`config.mk`:
```
export PLATFORM = sky130hd
export DESIGN_NAME = pipeline_core_param_flat
export DESIGN_NICKNAME = d
export VERILOG_FILES = /design/src/rtl/pipeline_core_param_if.sv /design/src/rtl/pipeline_core_param.sv /design/src/flat_wrapper.sv
export SDC_FILE = /design/constraint.sdc
export NUM_CORES = 2
export LEC_CHECK = 0
export ABC_AREA = 1
export CAP_MARGIN = 20
export CORE_MARGIN = 4
export CORE_UTILIZATION = 40
export CTS_CLUSTER_DIAMETER = 50
export DETAILED_ROUTE_END_ITERATION = 12
export PLACE_DENSITY = 0.64
export SLEW_MARGIN = 20
export SYNTH_ARGS = -nofsm -noshare
export SYNTH_HDL_FRONTEND = slang
export SYNTH_SLANG_ARGS = --single-unit
```
`constraint.sdc`:
```
create_clock -name clk -period 3.4 [get_ports clk]
set_input_delay 0.68 -clock clk [delete_from_list [all_inputs] [get_ports clk]]
set_output_delay 0.68 -clock clk [all_outputs]
set_load 0.005 [all_outputs]
```
`src/rtl/pipeline_core_param_if.sv`:
```
// Instruction-memory write port and debug register-file read port of pipeline_core_param.
interface pipeline_core_param_if #(
    parameter int AW     = 6,
    parameter int DATA_W = 16
);
    logic              imem_we;
    logic [AW-1:0]     imem_waddr;
    logic [15:0]       imem_wdata;
    logic [2:0]        dbg_raddr;
    logic [DATA_W-1:0] dbg_rdata;

    modport master (output imem_we, imem_waddr, imem_wdata, dbg_raddr, input dbg_rdata);
    modport slave  (input imem_we, imem_waddr, imem_wdata, dbg_raddr, output dbg_rdata);
endinterface

```
`src/rtl/pipeline_core_param.sv`:
```
// Four-stage (IF/ID/EX/WB) in-order core with loadable instruction memory, 8-entry register
// file, build-time EX forwarding or RAW interlock, run/halt control and retired counter.
//
// state   | meaning
// --------+-------------------------------------------------------------
// ST_IDLE | after reset; imem writable, waiting for run
// ST_RUN  | fetching and executing; imem writes and run ignored
// ST_HALTED | HLT left WB; imem writable, run restarts from pc=0
module pipeline_core_param #(
    parameter int DATA_W     = 16,
    parameter int IMEM_DEPTH = 64,
    parameter int FWD_EN     = 1,
    localparam int AW        = $clog2(IMEM_DEPTH)
) (
    input  logic                 clk,
    input  logic                 reset,
    input  logic                 run,
    pipeline_core_param_if.slave bus,
    output logic [DATA_W-1:0]    result,
    output logic                 result_valid,
    output logic                 halted,
    output logic [AW-1:0]        pc,
    output logic [15:0]          retired
);

    localparam logic [3:0] OP_ADD  = 4'h1;
    localparam logic [3:0] OP_SUB  = 4'h2;
    localparam logic [3:0] OP_AND  = 4'h3;
    localparam logic [3:0] OP_OR   = 4'h4;
    localparam logic [3:0] OP_NOT  = 4'h5;
    localparam logic [3:0] OP_LDI  = 4'h6;
    localparam logic [3:0] OP_MOV  = 4'h7;
    localparam logic [3:0] OP_ADDI = 4'h8;
    localparam logic [3:0] OP_HLT  = 4'hF;

    typedef enum logic [1:0] {
        ST_IDLE   = 2'd0,
        ST_RUN    = 2'd1,
        ST_HALTED = 2'd2
    } state_t;

    state_t state, state_nx;
    logic   start;

    logic [15:0]       imem [IMEM_DEPTH];
    logic [DATA_W-1:0] regs [8];

    logic              ifid_valid;
    logic [15:0]       ifid_instr;
    logic              fetch_stop;

    logic              idex_valid, idex_we;
    logic [3:0]        idex_op;
    logic [2:0]        idex_rd, idex_rs, idex_rt;
    logic [DATA_W-1:0] idex_a, idex_b, idex_imm;

    logic              exwb_valid, exwb_we, exwb_hlt;
    logic [2:0]        exwb_rd;
    logic [DATA_W-1:0] exwb_data;

    function automatic logic op_uses_rs(input logic [3:0] op);
        return (op == OP_ADD) || (op == OP_SUB) || (op == OP_AND) || (op == OP_OR) ||
               (op == OP_NOT) || (op == OP_MOV) || (op == OP_ADDI);
    endfunction

    function automatic logic op_uses_rt(input logic [3:0] op);
        return (op == OP_ADD) || (op == OP_SUB) || (op == OP_AND) || (op == OP_OR);
    endfunction

    function automatic logic op_writes(input logic [3:0] op);
        return (op >= OP_ADD) && (op <= OP_ADDI);
    endfunction

    logic [15:0]       fetch_word;
    logic              fetch_hlt;
    logic [3:0]        id_op;
    logic [2:0]        id_rd, id_rs, id_rt;
    logic [DATA_W-1:0] id_imm, id_a, id_b;
    logic              wb_wr, raw_hit, stall;
    logic [DATA_W-1:0] ex_a, ex_b, ex_res;

    assign fetch_word = imem[pc];
    assign fetch_hlt  = (fetch_word[15:12] == OP_HLT);

    assign id_op  = ifid_instr[15:12];
    assign id_rd  = ifid_instr[11:9];
    assign id_rs  = ifid_instr[8:6];
    assign id_rt  = ifid_instr[5:3];
    assign id_imm = {{(DATA_W-6){ifid_instr[5]}}, ifid_instr[5:0]};

    // Register-file write-through: the value being written this edge is seen by ID.
    assign wb_wr = exwb_valid && exwb_we;
    assign id_a  = (wb_wr && exwb_rd == id_rs) ? exwb_data : regs[id_rs];
    assign id_b  = (wb_wr && exwb_rd == id_rt) ? exwb_data : regs[id_rt];

    assign raw_hit = ifid_valid && idex_valid && idex_we &&
                     ((op_uses_rs(id_op) && idex_rd == id_rs) ||
                      (op_uses_rt(id_op) && idex_rd == id_rt));
    assign stall   = (FWD_EN == 0) && raw_hit;

    assign ex_a = (FWD_EN != 0 && wb_wr && exwb_rd == idex_rs) ? exwb_data : idex_a;
    assign ex_b = (FWD_EN != 0 && wb_wr && exwb_rd == idex_rt) ? exwb_data : idex_b;

    always_comb begin
        ex_res = '0;
        case (idex_op)
            OP_ADD:  ex_res = ex_a + ex_b;
            OP_SUB:  ex_res = ex_a - ex_b;
            OP_AND:  ex_res = ex_a & ex_b;
            OP_OR:   ex_res = ex_a | ex_b;
            OP_NOT:  ex_res = ~ex_a;
            OP_LDI:  ex_res = idex_imm;
            OP_MOV:  ex_res = ex_a;
            OP_ADDI: ex_res = ex_a + idex_imm;
            default: ex_res = '0;
        endcase
    end

    always_comb begin
        state_nx = state;
        start    = 1'b0;
        case (state)
            ST_IDLE, ST_HALTED: begin
                if (run) begin
                    state_nx = ST_RUN;
                    start    = 1'b1;
                end
            end
            ST_RUN: begin
                if (exwb_valid && exwb_hlt) state_nx = ST_HALTED;
            end
            default: state_nx = ST_IDLE;
        endcase
    end

    always_ff @(posedge clk or negedge reset) begin
        if (!reset) state <= ST_IDLE;
        else        state <= state_nx;
    end

    // Memory contents survive reset; only the loader port changes them.
    always_ff @(posedge clk) begin
        if (bus.imem_we && state != ST_RUN) imem[bus.imem_waddr] <= bus.imem_wdata;
    end

    always_ff @(posedge clk or negedge reset) begin
        if (!reset) begin
            pc         <= '0;
            fetch_stop <= 1'b0;
            ifid_valid <= 1'b0;
            ifid_instr <= '0;
            idex_valid <= 1'b0;
            idex_we    <= 1'b0;
            idex_op    <= '0;
            idex_rd    <= '0;
            idex_rs    <= '0;
            idex_rt    <= '0;
            idex_a     <= '0;
            idex_b     <= '0;
            idex_imm   <= '0;
            exwb_valid <= 1'b0;
            exwb_we    <= 1'b0;
            exwb_hlt   <= 1'b0;
            exwb_rd    <= '0;
            exwb_data  <= '0;
            retired    <= '0;
            for (int i = 0; i < 8; i++) regs[i] <= '0;
        end else if (start) begin
            pc         <= '0;
            fetch_stop <= 1'b0;
            ifid_valid <= 1'b0;
            idex_valid <= 1'b0;
            exwb_valid <= 1'b0;
        end else if (state == ST_RUN) begin
            // A fetched HLT freezes pc on its own address; nothing behind it enters.
            if (!stall) begin
                if (fetch_stop) begin
                    ifid_valid <= 1'b0;
                end else begin
                    ifid_valid <= 1'b1;
                    ifid_instr <= fetch_word;
                    if (fetch_hlt) fetch_stop <= 1'b1;
                    else           pc <= pc + AW'(1);
                end
            end

            idex_valid <= ifid_valid && !stall;
            idex_we    <= op_writes(id_op);
            idex_op    <= id_op;
            idex_rd    <= id_rd;
            idex_rs    <= id_rs;
            idex_rt    <= id_rt;
            idex_a     <= id_a;
            idex_b     <= id_b;
            idex_imm   <= id_imm;

            exwb_valid <= idex_valid;
            exwb_we    <= idex_we;
            exwb_hlt   <= (idex_op == OP_HLT);
            exwb_rd    <= idex_rd;
            if (idex_valid) exwb_data <= ex_res;

            if (wb_wr)      regs[exwb_rd] <= exwb_data;
            if (exwb_valid) retired <= retired + 16'd1;
        end
    end

    assign bus.dbg_rdata = regs[bus.dbg_raddr];
    assign result        = exwb_data;
    assign result_valid  = exwb_valid && exwb_we;
    assign halted        = (state == ST_HALTED);

endmodule
```
`src/flat_wrapper.sv`:
```
// flat-port wrapper written by rule: the top's interface ports become plain ports
module pipeline_core_param_flat 
#(
    parameter int DATA_W     = 16,
    parameter int IMEM_DEPTH = 64,
    parameter int FWD_EN     = 1,
    localparam int AW        = $clog2(IMEM_DEPTH)
)
  (clk, reset, run, result, result_valid, halted, pc, retired, bus_imem_we, bus_imem_waddr, bus_imem_wdata, bus_dbg_raddr, bus_dbg_rdata);
  pipeline_core_param_if #(.DATA_W(DATA_W)) bus_i ();
  input  logic clk;
  input  logic reset;
  input  logic run;
  output logic [DATA_W-1:0] result;
  output logic result_valid;
  output logic halted;
  output logic [AW-1:0] pc;
  output logic [15:0] retired;
  input wire logic [$bits(bus_i.imem_we)-1:0] bus_imem_we;
  input wire logic [$bits(bus_i.imem_waddr)-1:0] bus_imem_waddr;
  input wire logic [$bits(bus_i.imem_wdata)-1:0] bus_imem_wdata;
  input wire logic [$bits(bus_i.dbg_raddr)-1:0] bus_dbg_raddr;
  output wire logic [$bits(bus_i.dbg_rdata)-1:0] bus_dbg_rdata;
  assign bus_i.imem_we = bus_imem_we;
  assign bus_i.imem_waddr = bus_imem_waddr;
  assign bus_i.imem_wdata = bus_imem_wdata;
  assign bus_i.dbg_raddr = bus_dbg_raddr;
  assign bus_dbg_rdata = bus_i.dbg_rdata;
  pipeline_core_param #(.DATA_W(DATA_W), .IMEM_DEPTH(IMEM_DEPTH), .FWD_EN(FWD_EN)) u_core (.clk(clk), .reset(reset), .run(run), .bus(bus_i), .result(result), .result_valid(result_valid), .halted(halted), .pc(pc), .retired(retired));
endmodule
```
==> flow_summary.json <==
{
  "status": "complete, but fails checks",
  "violations": "setup timing",
  "cap_violations": 0,
  "place_hpwl_mm": 98.1,
  "routed-via-count": 40700,
  "tightestPinTransition_ns": 0.920,
  "pin_count": 85,
  "path_delay_family": "simple AND/OR/NAND/NOR gates",
  "cp.arrival_ns": 4.23,
  "setup_violations": 7,
  "path_max_fanout": 8,
  "seq_area_frac_synth_pct": 67.5,
  "rsz0062_at_grt": "yes",
  "yosys.cell_count.top_type": "edfxtp_1",
  "cts_tree": "yes",
  "startpoint_type": "flip-flop",
  "portBuffers": 84,
  "gr-usage-all-layers_pct": 22.1,
  "syn2layout_area_growth_pct": 18.1,
  "crit_type": "flip-flop to flip-flop",
  "comb_power_share_pct": 39.4,
  "cp_slowest_cell": "dfrtp_1",
  "final_cells": 7088,
  "diodes": 0,
  "dpl_cell_area_mm2": 0.0591,
  "max_freq_mhz": 280,
  "period_minus_slack_ns": 3.58,
  "final_max_slew_viol_count": 0,
  "hold_path.class": "primary input to flip-flop",
  "async_flop_share_pct": 19.1,
  "core-area_mm2": 0.135,
  "cp_num_buf_inv": 4,
  "hp-start": "bus_imem_wdata[0]",
  "clk_pin_slew_ns": 0.06,
  "grt_pass1_wl_mm": 241,
  "wire_per_inst_um": 22.6,
  "clockBufferDepth": 3,
  "worstSkewPairLatency_ns": 0.79,
  "nets": 5237,
  "drt-initial-drc-count": 4659,
  "regArea_mm2": 0.0368,
  "cp-end-kind": "flip-flop",
  "skew_ns": 0.0561,
  "cts.sinks": 1266,
  "cpPeakStageDelay_ns": 0.36,
  "slew_headroom_pct": 38.6,
  "vias_per_cell": 5.74,
  "synth_seq_cells": 1266,
  "synth_cell_type_count": 49,
  "die_h_um": 377,
  "rows": 135,
  "yosys.area.top_type": "edfxtp_1",
  "swShare_pct": 38.7,
  "leakage_uw": 0.0225,
  "start_util_pct": 40.3,
  "p_int_uw": 34800,
  "switchingPower_uw": 22000,
  "grt_max_degree": 145,
  "dieArea_mm2": 0.142,
  "power_density_mw_per_mm2": 881,
  "cts_max_level": 4,
  "cp_data_required_time_ns": 4.05,
  "grt_remaining_overflow": 0,
  "synth_top_area_share_pct": 56.4,
  "ir_drop_mv": 0.644,
  "dr.pass1.iters": 6,
  "fin_area_mm2": 0.0644,
  "root_buffer": "clkbuf_16",
  "antenna_found_initial": 2,
  "drive_gt1_share_pct": 13.8,
  "p_clk_share_pct": 27.1,
  "drtAntennaViolNets": 0,
  "synth_edf_count": 1024,
  "first_global_vias": 38600,
  "die_w_um": 377,
  "fin_crit_sh_pct": 105,
  "yosys_most_used_dff": "edfxtp_1",
  "synth_area_leaders": "edfxtp_1, dfrtp_1, o21ai_0",
  "startpoint": "u_core.idex_imm[3]",
  "route.detailed.drc": 0,
  "cts_buffers": 146,
  "n_fill_cell": 12100,
  "report.final.hold_viol_count": 0,
  "power.share.sequential_pct": 33.5,
  "yosysWarnings": 0,
  "syn_inst": 4951,
  "synthTopCellsByCount": "edfxtp_1, o21ai_0, nor2_1",
  "netlist_area_mm2": 0.0545,
  "wl_mm": 160,
  "multi_input_area_mm2": 0.0161,
  "fin_setup_tns_ns": -0.673,
  "avgSynthCellArea_um2": 11.0,
  "gp_congestion": 0.906,
  "r2r_start": "u_core.idex_imm[3]",
  "syn-num-nets": 5000,
  "place_inst": 6801,
  "timing.final.ws_setup_ns": -0.176
}
[flip-flops by register name, summed over array words and instances, names as in the netlist, 2 cells and up]
signal             count
u_core.exwb_rd         3
u_core.ifid_instr     16
u_core.idex_rs         3
u_core.pc              6
u_core.state           2
u_core.result         16
u_core.idex_op         4
u_core.idex_imm        6
u_core.imem         1024
u_core.idex_b         16
u_core.idex_rd         3
u_core.idex_a         16
u_core.regs          128
u_core.retired        16
[placed cells by master, fill, tap and decap left out, types with 12 or more instances in the layout]
master,instances
a21oi_1,161
a21oi_2,17
a221oi_1,23
a31oi_1,36
buf_12,30
buf_2,16
buf_4,315
clkbuf_1,24
clkbuf_16,149
clkdlybuf4s50_1,65
clkinv_1,31
clkinv_2,20
dfrtp_1,235
edfxtp_1,1024
ha_1,16
inv_1,141
inv_2,14
nand2_1,521
nand2_2,37
nand3_1,146
nand3_2,12
nand4_1,56
nor2_1,725
nor3_1,14
o211ai_1,85
o21ai_0,937
o21ai_1,28
o221ai_1,91
o22ai_1,168
[cell families after synthesis]
logic type      Yosys count  synth area share [%]
fa+ha+maj                20                 0.473
buf+inv                 512                  3.76
mux                       2                0.0413
compound gates         1581                  16.3
simple gates           1550                  11.6
xor+xnor                 20                 0.321
flops                  1266                  67.5
[final timing paths]
kind	endpoint	slack [ns]	cells past startpoint
min reg2reg	u_core.exwb_rd[2]	0.47	2
min in group asynchronous	u_core.regs[88]	0.44	2
max in group asynchronous	u_core.result[10]	2.03	3
min	u_core.imem[56][0]	0.19	1
max reg2reg	u_core.result[14]	-0.18	27
max	u_core.result[14]	-0.18	27
[metrics by stage]
stage / setup WS (ns) / util, % / power (µW) / hold slack (ns)
finish: -0.176 / 47.6 / 56800 / 0.186
global route: -0.479 / 47.6 / 59900 / 0.161
CTS: -0.0803 / 47.3 / 56100 / 0.141
detailed placement: -0.371 / 43.6 / 40300 / 0.463
global placement: -0.322 / 43.6 / 40000 / 0.459
floorplan: -0.118 / - / 31900 / 0.384
[metal layers]
layer	vias up	GRT usage, %	routed length [µm]	part of all wire [%]
met5	-	0	27	0.017
met4	4	6.85	4530	2.8
met3	307	4.51	13800	8.7
met2	1794	35.2	74700	47
met1	20000	30.5	66800	42
li1	18500	-	-	-
[area by class of cell]
type / count / area share (%)
well taps: 1781 / 3.46
inverters: 163 / 0.981
clock buffers: 180 / 6.08
clock inverters: 87 / 1.36
flip-flops and latches: 1266 / 57.1
repair buffers: 438 / 5.96
multi-input cells: 3173 / 25.0
[power groups by stage]
| stage | registers [µW] | logic [µW] | clock network [µW] |
|---|---|---|---|
| after floorplan | 19000 | 12900 | 0 |
| after global placement | 19300 | 20700 | 0 |
| after detailed placement | 19300 | 21100 | 0 |
| after CTS | 19000 | 21500 | 15600 |
| after global routing | 19100 | 24500 | 16300 |
| final | 19000 | 22400 | 15400 |
[what timing repair did]
item,4_1_cts,5_1_grt
resized for setup,46,67
hold buffers,1,0
gates cloned,0,0
setup endpoints to repair,10,21
buffers inserted,7,13
endpoints found under the hold margin,64,0
pin swaps,33,33
Note: power is estimated with default switching activity, not from simulation.
